**src/rtl/fetch_pkg.sv**
```systemverilog
// Shared types and defaults for the instruction fetch front end.
// The buffer entry pairs a fetch PC with the instruction word read at that PC.
package fetch_pkg;

    localparam int              XLEN     = 32;
    localparam logic [XLEN-1:0] RESET_PC = 32'h0000_0000;
    localparam int              INSTR_W  = 32;
    localparam int              PC_INC   = 4;

    typedef struct packed {
        logic [XLEN-1:0]    pc;
        logic [INSTR_W-1:0] instr;
    } fetch_entry_t;

endpackage

```
**src/rtl/fetch_fifo.sv**
```systemverilog
// In-order fetch buffer: DEPTH entries of fetch_entry_t with push, pop and flush.
// Push on full is accepted when a pop happens in the same cycle.
module fetch_fifo
    import fetch_pkg::*;
#(
    parameter  int DEPTH = 2,
    localparam int PW    = $clog2(DEPTH),
    localparam int CW    = PW + 1
) (
    input  logic         clk,
    input  logic         rst,
    input  logic         i_push,
    input  logic         i_pop,
    input  logic         i_flush,
    input  fetch_entry_t i_wr_data,
    output fetch_entry_t o_rd_data,
    output logic [CW-1:0] o_count,
    output logic         o_full,
    output logic         o_empty
);

    fetch_entry_t  r_mem [DEPTH];
    logic [PW-1:0] r_wr_ptr;
    logic [PW-1:0] r_rd_ptr;
    logic [CW-1:0] r_count;
    logic          w_push;
    logic          w_pop;

    assign o_full  = (r_count == CW'(DEPTH));
    assign o_empty = (r_count == '0);

    // Flush overrides both sides so nothing captured in a redirect cycle survives.
    assign w_pop  = i_pop  & ~o_empty & ~i_flush;
    assign w_push = i_push & ~i_flush & (~o_full | w_pop);

    always_ff @(posedge clk or negedge rst) begin
        if (!rst) begin
            r_wr_ptr <= '0;
            r_rd_ptr <= '0;
            r_count  <= '0;
        end else if (i_flush) begin
            r_wr_ptr <= '0;
            r_rd_ptr <= '0;
            r_count  <= '0;
        end else begin
            if (w_push) r_wr_ptr <= r_wr_ptr + 1'b1;
            if (w_pop)  r_rd_ptr <= r_rd_ptr + 1'b1;
            case ({w_push, w_pop})
                2'b10:   r_count <= r_count + CW'(1);
                2'b01:   r_count <= r_count - CW'(1);
                default: r_count <= r_count;
            endcase
        end
    end

    always_ff @(posedge clk) begin
        if (w_push) r_mem[r_wr_ptr] <= i_wr_data;
    end

    assign o_rd_data = r_mem[r_rd_ptr];
    assign o_count   = r_count;

endmodule

```
**src/rtl/fetch_stage.sv**
```systemverilog
// Instruction fetch front end: owns the PC, drives imem, buffers {pc, instr}
// for decode over valid/ready, and handles redirects from execute.
module fetch_stage
    import fetch_pkg::*;
#(
    parameter int              XLEN       = fetch_pkg::XLEN,
    parameter logic [XLEN-1:0] RESET_PC   = fetch_pkg::RESET_PC,
    parameter int              FIFO_DEPTH = 2
) (
    input  logic               clk,
    input  logic               rst,
    output logic [XLEN-1:0]    imem_addr,
    input  logic [INSTR_W-1:0] imem_rdata,
    input  logic               redirect_valid,
    input  logic [XLEN-1:0]    redirect_target,
    output logic               id_valid,
    input  logic               id_ready,
    output logic [INSTR_W-1:0] id_instr,
    output logic [XLEN-1:0]    id_pc,
    output logic [XLEN-1:0]    id_pc_plus4
);

    localparam int CW = $clog2(FIFO_DEPTH) + 1;

    logic [XLEN-1:0] r_pc;
    logic [XLEN-1:0] w_redirect_pc;
    logic            w_push;
    logic            w_pop;
    logic            w_full;
    logic            w_empty;
    logic [CW-1:0]   w_count;
    fetch_entry_t    w_wr_entry;
    fetch_entry_t    w_head;

    assign imem_addr     = r_pc;
    assign w_redirect_pc = redirect_target & ~XLEN'(3);

    assign w_pop  = id_valid & id_ready;
    assign w_push = ~redirect_valid & (~w_full | w_pop);

    assign w_wr_entry.pc    = r_pc;
    assign w_wr_entry.instr = imem_rdata;

    always_ff @(posedge clk or negedge rst) begin
        if (!rst) begin
            r_pc <= RESET_PC;
        end else if (redirect_valid) begin
            r_pc <= w_redirect_pc;
        end else if (w_push) begin
            r_pc <= r_pc + XLEN'(PC_INC);
        end
    end

    fetch_fifo #(
        .DEPTH (FIFO_DEPTH)
    ) u_fifo (
        .clk       (clk),
        .rst       (rst),
        .i_push    (w_push),
        .i_pop     (w_pop),
        .i_flush   (redirect_valid),
        .i_wr_data (w_wr_entry),
        .o_rd_data (w_head),
        .o_count   (w_count),
        .o_full    (w_full),
        .o_empty   (w_empty)
    );

    // Head fields are forced to zero when empty so stale storage never leaks out.
    assign id_valid    = (w_count != '0);
    assign id_instr    = w_empty ? '0 : w_head.instr;
    assign id_pc       = w_empty ? '0 : w_head.pc;
    assign id_pc_plus4 = w_empty ? '0 : w_head.pc + XLEN'(PC_INC);

endmodule
```
**config.mk**
```make
export PLATFORM = sky130hd
export DESIGN_NAME = fetch_stage
export DESIGN_NICKNAME = d
export VERILOG_FILES = /design/src/rtl/fetch_pkg.sv /design/src/rtl/fetch_fifo.sv /design/src/rtl/fetch_stage.sv
export SDC_FILE = /design/constraint.sdc
export NUM_CORES = 1
export LEC_CHECK = 0
export ABC_AREA = 0
export ABC_CLOCK_PERIOD_IN_PS = 9500
export BUFFER_PORTS_ARGS = -buffer_cell sky130_fd_sc_hd__buf_2
export CAP_MARGIN = 20
export CELL_PAD_IN_SITES_DETAIL_PLACEMENT = 0
export CELL_PAD_IN_SITES_GLOBAL_PLACEMENT = 1
export CORE_UTILIZATION = 29
export CTS_CLUSTER_DIAMETER = 60
export DETAILED_ROUTE_END_ITERATION = 12
export GPL_TIMING_DRIVEN = 1
export PLACE_DENSITY = 0.69
export SYNTH_ARGS = -nofsm -noshare
export SYNTH_HDL_FRONTEND = slang
export SYNTH_HIERARCHICAL = 1
export SYNTH_SLANG_ARGS = --single-unit
```
**constraint.sdc**
```tcl
create_clock -name clk -period 9.5 [get_ports clk]
set_clock_uncertainty 0.05 [all_clocks]
set_input_delay 2.85 -clock clk [delete_from_list [all_inputs] [get_ports clk]]
set_output_delay 2.85 -clock clk [all_outputs]
set_load 0.02 [all_outputs]
```
### Word-level counts from Yosys, hierarchy flattened

Memory sizes are Yosys's and may differ from the RTL's.
Cells that the tools add are included.

| word-level totals | value |
|---|---|
| register bits after elaboration | 36 |
| memory bits (writable) | 128 |
| bits of input ports | 68 |
| memories kept | 1 |

Memory list:

| memory | depth | bits a word | rd ports | clocked after memory_dff | write ports | RTL line | source |
|---|---|---|---|---|---|---|---|
| u_fifo.r_mem | 2 | 64 | 1 | 0 | 1 | fetch_fifo.sv:22 | `fetch_entry_t r_mem [DEPTH];` |

| operators by class | value |
|---|---|
| $add $sub $neg | 6 |
| equal/unequal tests | 3 |
| mux-type cells | 13 |
| bitwise operators | 11 |
| reduce and logical (&&, ||, !) cells | 6 |

Operator list:

| kind | number |
|---|---|
| $mux 32 | 5 |
| $add 32x3->32 const B | 2 |
| $reduce_bool 2->1 | 4 |
| $and 1x1->1 | 6 |
| $mux 1 | 6 |
| $eq 2x2->1 const B | 2 |
| $pmux 2 s2 | 1 |
| $not 1->1 | 3 |
| $reduce_bool 3->1 | 1 |
| $add 1x1->1 const B | 2 |
| $add 2x1->2 const B | 1 |
| $eq 2x1->1 const B | 1 |
| $logic_not 2->1 | 1 |
| $mux 2 | 1 |
| $or 1x1->1 | 2 |
| $sub 2x1->2 const B | 1 |

### Depth between registers and ports, before layout

Gate-level depths: netlist of the first run.

| depth | value |
|---|---|
| depth in word-level cells | 9 |
| gate-level depth with buffers | 9 |
| mapped depth without buffers | 6 |

### Hierarchy

The synthesis of the first run kept the hierarchy.

Modules (own cells, without submodules):

| module | times used | cells an instance | area an instance (µm²) | sequential area each (µm²) |
|---|---|---|---|---|
| fetch_fifo | 1 | 224 | 4883.4 | 3943.8 |
| fetch_stage | 1 | 427 | 3115.5 | 750.7 |

### Worst setup path after synthesis of the first run

OpenSTA, ideal clock, no wires.

| timing | value |
|---|---|
| path type | input-to-reg |
| start | input redirect_valid |
| end | memory u_fifo/r_mem[1][0] (netlist bit), enable pin |
| data arrival time | 10.506 ns |
| setup slack | -1.721 ns |
| cell stages on the path | 6 |
| buffers on the path | 3 |
| cell sequence | clkbuf_1 -> buf_1 -> clkbuf_1 -> a21oi_1 -> inv_2 -> nor4b_1 |

| between the ends | value |
|---|---|
| word-level cells in the longest chain between the ends | 6 |
| elaborated cells between the ends (all ways) | 8 |

RTL lines:

| item | RTL line | source |
|---|---|---|
| start, declared | fetch_stage.sv:14 | `input logic redirect_valid,` |
| $not 1->1 | fetch_stage.sv:39 | `assign w_push = ~redirect_valid & (~w_full \| w_pop);` |
| $and 1x1->1 | fetch_stage.sv:39 |  |
| named net w_push | fetch_stage.sv:27 | `logic w_push;` |
| $and 1x1->1 (2 in series) | fetch_fifo.sv:34 | `assign w_push = i_push & ~i_flush & (~o_full \| w_pop);` |
| $mux 1 | fetch_fifo.sv:57 | `if (w_push) r_mem[r_wr_ptr] <= i_wr_data;` |
| $mux 1 (implied by the code) | fetch_fifo.sv:57 |  |
| end, declared | fetch_fifo.sv:22 |  |

The timed path passes the listed nets, and every way through them passes these cells.

==> results of run 1 <==
==> cells in the mapped netlist (10+ instances only) <==
master	instances
dfrtp_1	34
or3_1	10
edfxtp_1	128
nand4_1	10
nand3_1	28
nor2_1	44
xnor2_1	12
mux2_2	74
nor3_1	10
nor2b_1	67
a21oi_1	11
and3_1	10
a31oi_1	15
nand2_1	37
o21ai_0	26
inv_1	12
clkbuf_1	19
==> how the worst max path moves through the flow <==
| stage | cells past startpoint | slack, ns | end | from |
|---|---|---|---|---|
| detailed placement | 7 | 3.24 | id_pc_plus4[30] | u_fifo/r_rd_ptr |
| CTS | 7 | 2.78 | id_pc_plus4[30] | u_fifo/r_rd_ptr |
| floorplan | 6 | 1.44 | u_fifo/r_mem[0][0] | redirect_valid |
| global route | 7 | 2.63 | id_pc_plus4[30] | u_fifo/r_rd_ptr |
| finish | 7 | 2.90 | id_pc_plus4[30] | u_fifo/r_rd_ptr |
| global placement | 7 | 3.22 | id_pc_plus4[30] | u_fifo/r_rd_ptr |
==> power breakdown <==
group	switching [mW]	internal, mW
Combinational	0.219	0.121
Sequential	0.0431	0.815
Clock	0.316	0.403
==> cells by family after synthesis <==
| family | count (synthesis) | synth area share |
|---|---|---|
| AND/OR/NAND/NOR | 254 | 0.178 |
| adder cells (fa/ha/maj) | 2 | 0.00313 |
| buffers and inverters | 48 | 0.0307 |
| flip-flops | 162 | 0.587 |
| AO/OA/AOI/OAI | 88 | 0.0729 |
| multiplexers | 75 | 0.105 |
| other | 1 | 0.000469 |
| XOR/XNOR | 21 | 0.0230 |
==> final cells by class <==
class                           instances  area [um2]  area share
Clock buffer                           17         425      0.0429
Clock inverter                         15         193      0.0194
Inverter                               13        48.8     0.00492
Multi-Input combinational cell        446        3110       0.314
Sequential cell                       162        4700       0.474
Tap cell                              341         427      0.0430
Timing Repair Buffer                  197        1020       0.103
==> critical path: cells and delay by family (launching register included) <==
kind | cells | cell delay [ns]
muxes | 2 | 0.75
and+or+nand+nor | 3 | 1.14
adders and majority gates | 1 | 0.25
buffers and inverters | 1 | 0.17
DFF | 1 | 0.95
==> registers in the layout, indices dropped and copies added, names as in the netlist <==
name,flops
u_fifo/r_mem,128
imem_addr,30
u_fifo/o_count,2
u_fifo/r_rd_ptr,1
u_fifo/r_wr_ptr,1
==> layer usage <==
layer  share of wire  wire (um)  global-route usage  up-vias
met5               0          0                   0        -
met1            0.48      10100               0.214     2817
met3           0.053       1130              0.0287       21
met4           0.018        382              0.0522        0
met2            0.45       9550               0.231      197
li1                -          -                   -     2816
==> results.yml, run 1 <==
grt:
  grt_start_max_net_pins: 65
  grt_pass1_wl_um: 32400
  grt_pass1_vias: 5658
  antenna_found_initial: 0
  grt-ovfl-total: 0
  grtUsageTotal: 0.151
layout:
  final_area_um2: 9920
  layout_commonest_cell: "buf_2"
  final_nets: 907
  fillers: 2711
  drive_above_1_share: 0.378
  diodes: 0
  layout_common_cells: "buf_2 (192), edfxtp_1 (128), mux2_2 (74), nor2b_1 (67), nor2_1 (43)"
  fin_cells: 1191
  area_growth_pct: 24.0
  final_util: 0.367
clock_tree:
  post_cts_buffers: 0
  cts_buffer_depth: 2
  clk_latency_ns: 0.42
  htree_num_levels: 4
  clk_pin_slew_ns: 0.07
  cts_buffers: 17
  cts_tree: "done"
  cts-root-buf: "clkbuf_16"
  cts.sinks: 162
  cts_resized: 0
  postCtsHoldBufs: 0
timing:
  holdWs_ns: 0.546
  grt_setup_unrepaired: "no"
  fin_crit_sh: 0.695
  setup_viol: 0
  finalSetupTns_ns: 0
  fin_crit_ns: 6.60
  finalHoldViolations: 0
  worstMarginPinSlew_ns: 0.963
  clock.fmax_ghz: 0.152
  slew_viol_final: 0
  fin_ws_ns: 2.90
  max-slew-margin-rel: 0.357
floorplan:
  core_area_um2: 27000
  initial_core_util: 0.296
  die_w_um: 168
  die_h_um: 168
  io_pins: 197
  dieArea_um2: 28300
  rows: 60
route:
  routedWlPerCell_um: 17.8
  remaining_drc_errors: 0
  ant_nets: 0
  drt-total-wl_um: 21200
  vias: 5851
  viasPerCell: 4.91
  drtIter0Drc: 372
  dr.pass1.iters: 5
place:
  placed_area_um2: 9270
  place_worst_setup_slack_ns: 3.24
  dp.cells: 1158
  dp_hpwl_um: 14800
  port_buffers: 192
  gp_congestion: 0.797
worst_hold_path:
  hold_path_depth: 0
  worstHoldEndpoint: "u_fifo/r_mem[0][40]"
  hold_class: "reg2reg"
  hold_start: "imem_addr[8]"
worst_setup_path:
  critPathArrivalTime_ns: 3.70
  cp_max_fo: 38
  r2r_setup_slack_ns: 6.47
  cp-end-kind: "output pin"
  r2r_cells: 5
  r2r_start: "u_fifo/o_count[0]"
  slowest_delay_ns: 0.95
  worstPathCellList: "mux2_2, ha_1, and2_1, nand4_1, nor4b_1, mux2_2, buf_2"
  path_class: "reg2out"
  cp_common_cell: "mux2_2"
  cpMaxStageDelayCell: "dfrtp_2"
  r2r-end: "u_fifo/r_mem[0][25]"
  start_kind: "flip-flop"
  crit_required_ns: 6.60
logic_synthesis:
  ys_seq_area_frac: 0.587
  synth_edf_count: 128
  synth_cell_types: 59
  ys.flop_type: "edfxtp_1"
  yosys-top-cells-area: "edfxtp_1 (48%), dfrtp_1 (11%), mux2_2 (10%)"
  syn_avg_cell_area_um2: 12.3
  synth_top_area_share: 0.481
  syn_area_um2: 8000
  synth_warnings: 6
  async_flop_share: 0.210
  yosys.area.top_type: "edfxtp_1"
  synth_cells: 651
  synth-seq-cells: 162
power_and_ir_drop:
  power.leakage_nw: 3.77
  ir_drop_v: 0.000123
  p_total_mw: 1.92
  power_density_nw_per_um2: 193
run:
  cap_violations: 0
run_status:
  status: "completed"
No activity file was read; power rests on OpenSTA's default activity.
==> inputs of run 2 (changes only) <==
--- a/config.mk
+++ b/config.mk
@@ -5,8 +5,8 @@
 export SDC_FILE = /design/constraint.sdc
 export NUM_CORES = 1
 export LEC_CHECK = 0
-export ABC_AREA = 0
-export ABC_CLOCK_PERIOD_IN_PS = 9500
+export ABC_AREA = 1
+export ABC_CLOCK_PERIOD_IN_PS = 6100
 export BUFFER_PORTS_ARGS = -buffer_cell sky130_fd_sc_hd__buf_2
 export CAP_MARGIN = 20
 export CELL_PAD_IN_SITES_DETAIL_PLACEMENT = 0
@@ -15,7 +15,7 @@
 export CTS_CLUSTER_DIAMETER = 60
 export DETAILED_ROUTE_END_ITERATION = 12
 export GPL_TIMING_DRIVEN = 1
-export PLACE_DENSITY = 0.69
+export PLACE_DENSITY = 0.73
 export SYNTH_ARGS = -nofsm -noshare
 export SYNTH_HDL_FRONTEND = slang
 export SYNTH_HIERARCHICAL = 1
==> constraint.sdc (replaced) <==
create_clock -name clk -period 6.1 [get_ports clk]
set_clock_uncertainty 0.05 [all_clocks]
set_input_delay 1.83 -clock clk [delete_from_list [all_inputs] [get_ports clk]]
set_output_delay 1.83 -clock clk [all_outputs]
set_load 0.02 [all_outputs]
==> run 2 against run 1 <==
  * Hold slack worse by 0.027 ns
  * Sequential share of layout area down 2.5 points
  * Count of clock-buffer cells in the layout unchanged
  * First-iteration DRC count up 36%
  * Clock power up 46%
  * Non-clock buffer count up 1
  * Critical path type unchanged
  * Critical path depth up 6
  * Total power up 120%
  * Wire length up 10%
  * Largest cell class unchanged
  * Critical endpoint is now id_pc_plus4[28]
==> results.yml, run 2 <==
clock_tree:
  cts_buffers: 17
  cts_buffer_depth: 2
  postCtsHoldBufs: 0
  clk_latency_ns: 0.43
  cts_resized: 0
  clk_pin_slew_ns: 0.07
  cts_tree: "done"
  post_cts_buffers: 0
  cts-root-buf: "clkbuf_16"
  cts.sinks: 162
  htree_num_levels: 4
route:
  drt-total-wl_um: 23400
  drtIter0Drc: 507
  remaining_drc_errors: 0
  ant_nets: 0
  routedWlPerCell_um: 14.3
  vias: 7130
  dr.pass1.iters: 5
  viasPerCell: 4.37
logic_synthesis:
  synth_top_area_share: 0.451
  syn_area_um2: 8530
  syn_avg_cell_area_um2: 8.16
  yosysMostFrequentCell: "nand2_1"
  yosys-top-cells-area: "edfxtp_1 (45%), nand2_1 (17%), dfrtp_1 (10%)"
  synth_cell_types: 37
  ys.flop_type: "edfxtp_1"
  synth_edf_count: 128
  synth_warnings: 6
  yosys-top-cells-count: "nand2_1 (391), nor2_1 (146), edfxtp_1 (128), inv_1 (121), nand3_1 (54)"
  synth_cells: 1046
  ys_seq_area_frac: 0.550
  synth-seq-cells: 162
  async_flop_share: 0.210
  yosys.area.top_type: "edfxtp_1"
worst_setup_path:
  path_class: "reg2out"
  cp-end-kind: "output pin"
  r2r_start: "u_fifo/o_count[1]"
  r2r_setup_slack_ns: 3.09
  cp_max_fo: 35
  start_kind: "flip-flop"
  critPathArrivalTime_ns: 3.20
  crit_required_ns: 4.22
  r2r_cells: 11
  r2r-end: "u_fifo/r_mem[1][6]"
place:
  port_buffers: 192
  gp_congestion: 0.860
  dp.cells: 1597
  dp_hpwl_um: 17000
  placed_area_um2: 9880
timing:
  holdWs_ns: 0.519
  grt_setup_unrepaired: "no"
  finalSetupTns_ns: 0
  clock.fmax_ghz: 0.197
  fin_crit_sh: 0.833
  setup_viol: 0
  fin_crit_ns: 5.08
  finalHoldViolations: 0
  worstMarginPinSlew_ns: 0.845
  max-slew-margin-rel: 0.436
  slew_viol_final: 0
worst_hold_path:
  hold_path_depth: 2
  hold_start: "u_fifo/o_count[0]"
  worstHoldEndpoint: "u_fifo/o_count[0]"
  hold_class: "reg2reg"
layout:
  multiInputGateArea_um2: 3200
  final_nets: 1302
  final_area_um2: 10500
  layout_common_cells: "nand2_1 (391), buf_2 (192), nor2_1 (144), edfxtp_1 (128), inv_1 (119)"
  largest_reg_flops: 128
  layout_commonest_cell: "nand2_1"
  area_growth_pct: 22.9
  max_flop_register: "u_fifo/r_mem"
  final_util: 0.363
  drive_above_1_share: 0.221
  fillers: 3091
  regArea_um2: 4700
  fin_cells: 1632
grt:
  grt-ovfl-total: 0
  grt_start_max_net_pins: 65
  grt_pass1_wl_um: 36700
  antenna_found_initial: 2
  grt_pass1_vias: 6649
  grtUsageTotal: 0.158
floorplan:
  die_h_um: 174
  dieArea_um2: 30100
  initial_core_util: 0.296
  io_pins: 197
  rows: 62
  die_w_um: 174
  core_area_um2: 28900
power_and_ir_drop:
  power_density_nw_per_um2: 403
  power.leakage_nw: 4.88
  ir_drop_v: 0.000185
run:
  cap_violations: 0
run_status:
  status: "completed"
[run 2: changes by cell type after synthesis, sizes merged, moves of 9 or more]
cell   change
a31oi     -14
and3      -11
inv      +113
mux2      -74
nand2    +365
nand3     +27
nor2     +117
nor2b     -67
nor3       +9
nor4      -10
or3       -10
or4        -9
xnor2     -11
[run 2: through the flow]
| step | total power [mW] | setup slack (ns) |
|---|---|---|
| 6_report | 4.22 | 1.02 |
| 3_5_place_dp | 3.22 | 1.19 |
| 2_1_floorplan | 2.65 | 0.158 |
| 3_3_place_gp | 3.20 | 1.20 |
| 5_1_grt | 4.49 | 0.649 |
| 4_1_cts | 4.28 | 0.897 |
[run 2: final cells by class]
type | count | area share
clock buffers | 17 | 0.0406
inverters | 126 | 0.0451
well taps | 384 | 0.0458
clock inverters | 15 | 0.0156
diodes | 3 | 0.000716
flip-flops and latches | 162 | 0.448
repair buffers | 198 | 0.0984
multi-input cells | 727 | 0.306
[run 2: worst max path at each step]
stage                         start             endpoint  slack, ns  cells past startpoint
global placement     redirect_valid  u_fifo/r_mem[0][26]       1.20                      9
detailed placement   redirect_valid  u_fifo/r_mem[0][26]       1.19                      9
floorplan            redirect_valid   u_fifo/r_mem[0][0]       0.16                      9
global route        u_fifo/r_rd_ptr      id_pc_plus4[31]       0.65                     12
CTS                 u_fifo/r_rd_ptr      id_pc_plus4[28]       0.90                     13
finish              u_fifo/r_rd_ptr      id_pc_plus4[28]       1.02                     13
[run 2: layer usage]
metal	up-vias	part of all wire	GRT usage
met2	185	0.45	0.245
met1	3247	0.50	0.225
li1	3682	-	-
met3	16	0.042	0.0276
met4	0	0.011	0.0476
met5	-	0	0
[run 2: report_power, final]
part | total [mW] | leakage [nW] | switching, mW | internal [mW]
sequential | 1.53 | 1.58 | 0.159 | 1.38
combinational | 1.64 | 3.01 | 1.17 | 0.466
clock | 1.05 | 0.283 | 0.499 | 0.550
[run 2: critical path, cell delays in order (launching register included)]
cell and delay, ns:
dfrtp_2 0.65, inv_2 0.59, nand2_1 0.11, nand2_1 0.17, ha_1 0.24, nand2_2 0.10, nor2_1 0.15, nand2_1 0.14
nor2_2 0.20, nand2_1 0.08, nand2_1 0.05, nand2_1 0.05, nor2_1 0.08, buf_2 0.17
[run 2: logic make-up (layout without fill, tap and decap cells)]
group	count (synthesis)	after routing	synth area share
other	1	9	0.000440
xor gates and xnor gates	14	14	0.0144
buffers and inverters	162	356	0.0782
adders and majority gates	2	2	0.00293
AOI/OAI and AO/OA	56	56	0.0371
DFF	162	162	0.550
and+or+nand+nor	649	649	0.317
